$ cat src/rtl/psum_accumulator_pkg.sv
// Shared widths and FSM encodings for the partial-sum accumulator and the MAC-array control.
package psum_accumulator_pkg;

  localparam int PROD_W = 16;
  localparam int ACC_W  = 24;
  localparam int LEN_W  = 8;

  typedef logic [1:0] state_t;

  localparam state_t ST_IDLE  = 2'd0;
  localparam state_t ST_ACCUM = 2'd1;
  localparam state_t ST_DRAIN = 2'd2;

endpackage

$ cat src/rtl/psum_accumulator_if.sv
// Product-in / result-out handshake bundle; master is the MAC side and consumer, slave is the accumulator.
interface psum_accumulator_if #(
  parameter int PROD_W = psum_accumulator_pkg::PROD_W,
  parameter int ACC_W  = psum_accumulator_pkg::ACC_W,
  parameter int LEN_W  = psum_accumulator_pkg::LEN_W
);

  logic [LEN_W-1:0]  vec_len;
  logic [PROD_W-1:0] prod_in;
  logic              prod_valid;
  logic              prod_ready;
  logic [ACC_W-1:0]  acc_out;
  logic              acc_valid;
  logic              acc_ready;
  logic              ovf;

  modport master (
    output vec_len, prod_in, prod_valid, acc_ready,
    input  prod_ready, acc_out, acc_valid, ovf
  );

  modport slave (
    input  vec_len, prod_in, prod_valid, acc_ready,
    output prod_ready, acc_out, acc_valid, ovf
  );

endinterface

$ cat src/rtl/psum_accumulator_add_sat.sv
// Signed ACC_W-bit adder with overflow detect; clamps to the signed range when PSUM_ACC_SAT_EN is defined.
module psum_add_sat #(
  parameter int ACC_W = psum_accumulator_pkg::ACC_W
) (
  input  logic [ACC_W-1:0] a,
  input  logic [ACC_W-1:0] b,
  output logic [ACC_W-1:0] sum,
  output logic             ovf
);

  logic [ACC_W-1:0] raw;

  assign raw = a + b;
  assign ovf = (a[ACC_W-1] == b[ACC_W-1]) && (raw[ACC_W-1] != a[ACC_W-1]);

`ifdef PSUM_ACC_SAT_EN
  // Clamp direction follows the addend: only same-sign operands can overflow.
  assign sum = !ovf ? raw :
               (b[ACC_W-1] ? {1'b1, {(ACC_W-1){1'b0}}} : {1'b0, {(ACC_W-1){1'b1}}});
`else
  assign sum = raw;
`endif

endmodule

$ cat src/rtl/psum_accumulator.sv
// Sums a vector of signed MAC products into one dot-product result with valid/ready output.
// Optional saturation of the running sum is enabled by defining PSUM_ACC_SAT_EN.
module psum_accumulator #(
  parameter int PROD_W = psum_accumulator_pkg::PROD_W,
  parameter int ACC_W  = psum_accumulator_pkg::ACC_W,
  parameter int LEN_W  = psum_accumulator_pkg::LEN_W
) (
  input logic               clk,
  input logic               rst,
  psum_accumulator_if.slave bus
);

  import psum_accumulator_pkg::*;

  state_t           state;
  logic [ACC_W-1:0] acc;
  logic [LEN_W:0]   cnt;
  logic [LEN_W:0]   len;
  logic [LEN_W:0]   cnt_next;
  logic [LEN_W:0]   len_in;
  logic             acc_valid;
  logic             prod_ready;
  logic             ovf;
  logic             accept;
  logic [ACC_W-1:0] ext;
  logic [ACC_W-1:0] add_a;
  logic [ACC_W-1:0] add_sum;
  logic             add_ovf;

  assign accept   = bus.prod_valid & prod_ready;
  assign ext      = {{(ACC_W-PROD_W){bus.prod_in[PROD_W-1]}}, bus.prod_in};
  assign cnt_next = cnt + 1'b1;
  // A zero length encodes the full 2**LEN_W range, hence the extra count bit.
  assign len_in   = (bus.vec_len == '0) ? {1'b1, {LEN_W{1'b0}}} : {1'b0, bus.vec_len};
  // The first product of a vector reloads the sum, so add it to zero.
  assign add_a    = (state == ST_IDLE) ? '0 : acc;

  psum_add_sat #(.ACC_W(ACC_W)) u_add (
    .a   (add_a),
    .b   (ext),
    .sum (add_sum),
    .ovf (add_ovf)
  );

  always_ff @(posedge clk) begin
    if (rst) begin
      state      <= ST_IDLE;
      acc        <= '0;
      cnt        <= '0;
      len        <= '0;
      acc_valid  <= 1'b0;
      prod_ready <= 1'b0;
      ovf        <= 1'b0;
    end else begin
      case (state)
        ST_IDLE: begin
          prod_ready <= 1'b1;
          if (accept) begin
            acc <= add_sum;
            cnt <= {{LEN_W{1'b0}}, 1'b1};
            len <= len_in;
            ovf <= add_ovf;
            if (len_in == {{LEN_W{1'b0}}, 1'b1}) begin
              state      <= ST_DRAIN;
              acc_valid  <= 1'b1;
              prod_ready <= 1'b0;
            end else begin
              state <= ST_ACCUM;
            end
          end
        end
        ST_ACCUM: begin
          if (accept) begin
            acc <= add_sum;
            cnt <= cnt_next;
            ovf <= ovf | add_ovf;
            if (cnt_next == len) begin
              state      <= ST_DRAIN;
              acc_valid  <= 1'b1;
              prod_ready <= 1'b0;
            end
          end
        end
        ST_DRAIN: begin
          if (acc_valid && bus.acc_ready) begin
            state      <= ST_IDLE;
            acc_valid  <= 1'b0;
            prod_ready <= 1'b1;
            ovf        <= 1'b0;
          end
        end
        default: begin
          state      <= ST_IDLE;
          acc_valid  <= 1'b0;
          prod_ready <= 1'b0;
          ovf        <= 1'b0;
        end
      endcase
    end
  end

  assign bus.acc_out    = acc;
  assign bus.acc_valid  = acc_valid;
  assign bus.prod_ready = prod_ready;
  assign bus.ovf        = ovf;

endmodule

$ cat src/flat_wrapper.sv
// flat-port wrapper written by rule: the top's interface ports become plain ports
module psum_accumulator_flat import psum_accumulator_pkg::*;
#(
  parameter int PROD_W = psum_accumulator_pkg::PROD_W,
  parameter int ACC_W  = psum_accumulator_pkg::ACC_W,
  parameter int LEN_W  = psum_accumulator_pkg::LEN_W
)
  (clk, rst, bus_vec_len, bus_prod_in, bus_prod_valid, bus_acc_ready, bus_prod_ready, bus_acc_out, bus_acc_valid, bus_ovf);
  psum_accumulator_if #(.PROD_W(PROD_W), .ACC_W(ACC_W), .LEN_W(LEN_W)) bus_i ();
  input logic clk;
  input logic rst;
  input wire logic [$bits(bus_i.vec_len)-1:0] bus_vec_len;
  input wire logic [$bits(bus_i.prod_in)-1:0] bus_prod_in;
  input wire logic [$bits(bus_i.prod_valid)-1:0] bus_prod_valid;
  input wire logic [$bits(bus_i.acc_ready)-1:0] bus_acc_ready;
  output wire logic [$bits(bus_i.prod_ready)-1:0] bus_prod_ready;
  output wire logic [$bits(bus_i.acc_out)-1:0] bus_acc_out;
  output wire logic [$bits(bus_i.acc_valid)-1:0] bus_acc_valid;
  output wire logic [$bits(bus_i.ovf)-1:0] bus_ovf;
  assign bus_i.vec_len = bus_vec_len;
  assign bus_i.prod_in = bus_prod_in;
  assign bus_i.prod_valid = bus_prod_valid;
  assign bus_i.acc_ready = bus_acc_ready;
  assign bus_prod_ready = bus_i.prod_ready;
  assign bus_acc_out = bus_i.acc_out;
  assign bus_acc_valid = bus_i.acc_valid;
  assign bus_ovf = bus_i.ovf;
  psum_accumulator #(.PROD_W(PROD_W), .ACC_W(ACC_W), .LEN_W(LEN_W)) u_core (.clk(clk), .rst(rst), .bus(bus_i));
endmodule
$ cat config.mk
export PLATFORM = sky130hd
export DESIGN_NAME = psum_accumulator_flat
export DESIGN_NICKNAME = d
export VERILOG_FILES = /design/src/rtl/psum_accumulator_pkg.sv /design/src/rtl/psum_accumulator_if.sv /design/src/rtl/psum_accumulator_add_sat.sv /design/src/rtl/psum_accumulator.sv /design/src/flat_wrapper.sv
export SDC_FILE = /design/constraint.sdc
export NUM_CORES = 1
export LEC_CHECK = 0
export CAP_MARGIN = 15
export CORE_MARGIN = 2
export CORE_UTILIZATION = 55
export DETAILED_ROUTE_END_ITERATION = 10
export PLACE_DENSITY = 0.81
export SYNTH_ARGS = -nofsm -noshare
export SYNTH_HDL_FRONTEND = slang
export SYNTH_HIERARCHICAL = 1
export SYNTH_SLANG_ARGS = --single-unit
$ cat constraint.sdc
create_clock -name clk -period 4 [get_ports clk]
set_clock_uncertainty 0.2 [all_clocks]
set_input_delay 1.2 -clock clk [delete_from_list [all_inputs] [get_ports clk]]
set_output_delay 1.2 -clock clk [all_outputs]
set_load 0.05 [all_outputs]
==> results.py <==
metrics = {
    "status": {
        "status": "completed",
    },
    "cts": {
        "cts_resized": 0,
        "insertion_delay_ps": 300,
        "clkTransAtPathRegs_ps": 80,
        "htreeDepth": 2,
        "cts.sinks": 47,
        "cts_hold_buf": 0,
        "tritoncts": "yes",
        "post_cts_buffers": 0,
        "root_buffer": "clkbuf_8",
        "numCtsBuffers": 5,
        "cts_max_path_buffers": 2,
    },
    "critical_path": {
        "cp_slowest_cell": "clkdlybuf4s50_1",
        "required_ps": 3990,
        "cpPeakStageDelay_ps": 680,
        "reg2reg_slack_ps": 740,
        "startpoint_type": "input pin",
        "cp_max_fo": 8,
        "path_cells": "clkdlybuf4s50_1 -> ha_1 -> and2_1 -> nand4_1 -> nor3_1 -> or4_4 -> mux2i_1 -> a22oi_1 -> nor2_1",
        "r2r_cells": 12,
        "criticalPathCategory": "in -> reg",
        "crit_path_end_kind": "flop",
        "timing.rr.start": "u_core/state[0]$_SDFFE_PP0P_",
        "arrival_ps": 3580,
        "timing.rr.end": "u_core/bus.acc_out[21]$_SDFFE_PP0P_",
    },
    "sta": {
        "tns_ps": 0,
        "finalCriticalPeriod_ps": 3600,
        "setup_viol": 0,
        "slew_headroom_pct": 58.9,
        "timing.final.crit_share_pct": 89.9,
        "hold_viol": 0,
        "rsz0062_at_grt": "false",
        "tightest_slew_ps": 614,
        "slew_viol_final": 0,
        "clock.fmax_mhz": 278,
    },
    "power_and_ir_drop": {
        "p_sw_share_pct": 32.7,
        "total_power_w": 0.00115,
        "clockPowerShare_pct": 28.0,
        "power_density_nw_per_um2": 273,
        "seqPwrFrac_pct": 44.5,
        "p_sw_w": 0.000376,
        "internal_power_w": 0.000774,
        "p_leak_nw": 1.53,
        "worst_ir_drop_vdd_mv": 0.176,
        "combPwrFrac_pct": 27.5,
    },
    "drt": {
        "drcViolationCount": 0,
        "drt_iter0_drc": 235,
        "ant_nets": 0,
        "via_per_inst": 5.79,
        "routed_wl_um": 8780,
        "via_count": 3442,
        "dr.pass1.iters": 5,
        "routedWlPerCell_um": 14.8,
    },
    "global_route": {
        "grt_use_total_pct": 25.0,
        "grt_overflow": 0,
        "grt_max_degree": 29,
        "first_global_vias": 3348,
        "antenna_found_initial": 0,
        "grt_pass1_wl_um": 15000,
    },
    "logic_synthesis": {
        "syn_area_um2": 3550,
        "synth-seq-area-share_pct": 26.5,
        "ys_seq_elements": 47,
        "synth_top_area_share_pct": 26.5,
        "ys.flop_type": "dfxtp_1",
        "async_reset_ff_share_pct": 0,
        "synth_top_area_cell": "dfxtp_1",
        "synth_edf_count": 0,
        "syn_area_per_cell_um2": 7.49,
        "synthCells": 474,
        "syn-num-nets": 527,
        "yosysWarnings": 6,
        "synth_cell_types": 65,
        "yosys-top-cells-area": "dfxtp_1 27%, nand2_1 9.6%, a21oi_1 9.2%",
    },
    "place": {
        "dp_cells": 586,
        "dp.final_hpwl_um": 6530,
        "port_buffers": 54,
        "gp_congestion": 0.916,
        "dpl-instance-area_um2": 4110,
    },
    "layout": {
        "final_cell_mix": "91 x nand2_1, 65 x a21oi_1, 54 x clkdlybuf4s50_1",
        "syn2layout_area_growth_pct": 18.7,
        "n_antenna_cell": 0,
        "instances_no_fill": 594,
        "final_net_count": 569,
        "final_area_um2": 4210,
        "drive_gt1_share_pct": 7.93,
        "utilization_pct": 67.1,
        "layout_commonest_cell": "nand2_1",
    },
    "hold_path": {
        "min_path_cells": 2,
        "hold_class": "reg -> reg",
        "worstHoldStart": "u_core/bus.acc_out[3]$_SDFFE_PP0P_",
        "hold_end": "u_core/bus.acc_out[3]$_SDFFE_PP0P_",
    },
    "job": {
        "cap_violations": 0,
    },
    "floorplanning": {
        "die_h_um": 84.3,
        "fp-row-count": 29,
        "fp.dieW_um": 84.3,
        "core_area_um2": 6280,
        "dieArea_um2": 7110,
        "start_util_pct": 56.5,
        "io_pins": 55,
    },
}
-- synth_stat cells (5+ instances only) --
cell,count
a21oi_1,65
nand2b_1,5
a31oi_1,5
clkbuf_1,18
nand3_1,9
dfxtp_1,47
nor2b_1,27
xnor2_1,19
nand2_1,91
xor2_1,11
nand4_1,8
nor3_1,7
ha_1,24
nor2_1,26
o21ai_0,21
o21ai_1,6
-- worst max-delay path by stage --
stage	start	slack, ps	endpoint	cells past startpoint
detailed placement	bus_prod_in[0]	110	u_core/bus.acc_out[22]$_SDFFE_PP0P_	11
finish	bus_prod_in[15]	400	u_core/bus.ovf$_SDFFE_PP0P_	9
global route	bus_prod_in[15]	210	u_core/bus.ovf$_SDFFE_PP0P_	10
floorplan	bus_prod_in[0]	700	u_core/bus.acc_out[22]$_SDFFE_PP0P_	10
global placement	bus_prod_in[15]	90	u_core/bus.ovf$_SDFFE_PP0P_	10
CTS	bus_prod_in[0]	410	u_core/bus.acc_out[18]$_SDFFE_PP0P_	11
-- final cells by class --
class | count | area [µm²]
timing repair buffer | 63 | 608
multi-input combinational | 395 | 2450
fill | 567 | 2060
clock buffer | 8 | 100
tap | 77 | 96.3
sequential | 47 | 941
inverter | 4 | 15.0
-- power groups by stage --
stage | registers [W] | clock network (W) | logic [W]
after global placement | 0.000521 | 0 | 0.000311
final | 0.000511 | 0.000322 | 0.000316
after global routing | 0.000514 | 0.000346 | 0.000344
after floorplan | 0.000569 | 0 | 0.000164
after detailed placement | 0.000522 | 0 | 0.000314
after CTS | 0.000511 | 0.000331 | 0.000315
-- cell families (layout without fill, tap and decap cells) --
group / count (synthesis) / in the layout / share of synthesized area [%]
AOI/OAI and AO/OA: 138 / 138 / 24.5
xor gates and xnor gates: 31 / 31 / 8.07
adders and majority gates: 25 / 25 / 9.02
buffers and inverters: 32 / 75 / 4.48
DFF: 47 / 47 / 26.5
muxes: 1 / 1 / 0.282
and+or+nand+nor: 200 / 200 / 27.1
-- worst max-delay path, delay by kind of cell --
family,cells,cell delay (ps)
compound gates,1,160
fa+ha+maj,1,360
buf+inv,1,680
mux,1,130
simple gates,5,1040
-- registers in the layout (all words and copies together), names as in the netlist --
signal and cells:
u_core/bus.acc_out 24, u_core/bus.acc_valid 1, u_core/bus.ovf 1, u_core/bus.prod_ready 1
u_core/cnt 9, u_core/len 9, u_core/state 2
-- through the flow --
| stage | hold slack, ps | setup slack, ps |
|---|---|---|
| 3_3_place_gp | 254 | 90.2 |
| 2_1_floorplan | 237 | 697 |
| 4_1_cts | 271 | 411 |
| 3_5_place_dp | 259 | 113 |
| 6_report | 268 | 404 |
| 5_1_grt | 291 | 209 |
-- metal layers --
layer  up-vias  part of all wire (%)  track usage, %
li1       1757                     -               -
met3         6                   4.2            3.34
met1      1602                    46            33.1
met2        77                    50            43.5
met5         -                     0               0
met4         0                  0.56            5.77
(Power assumes the default switching activity.)
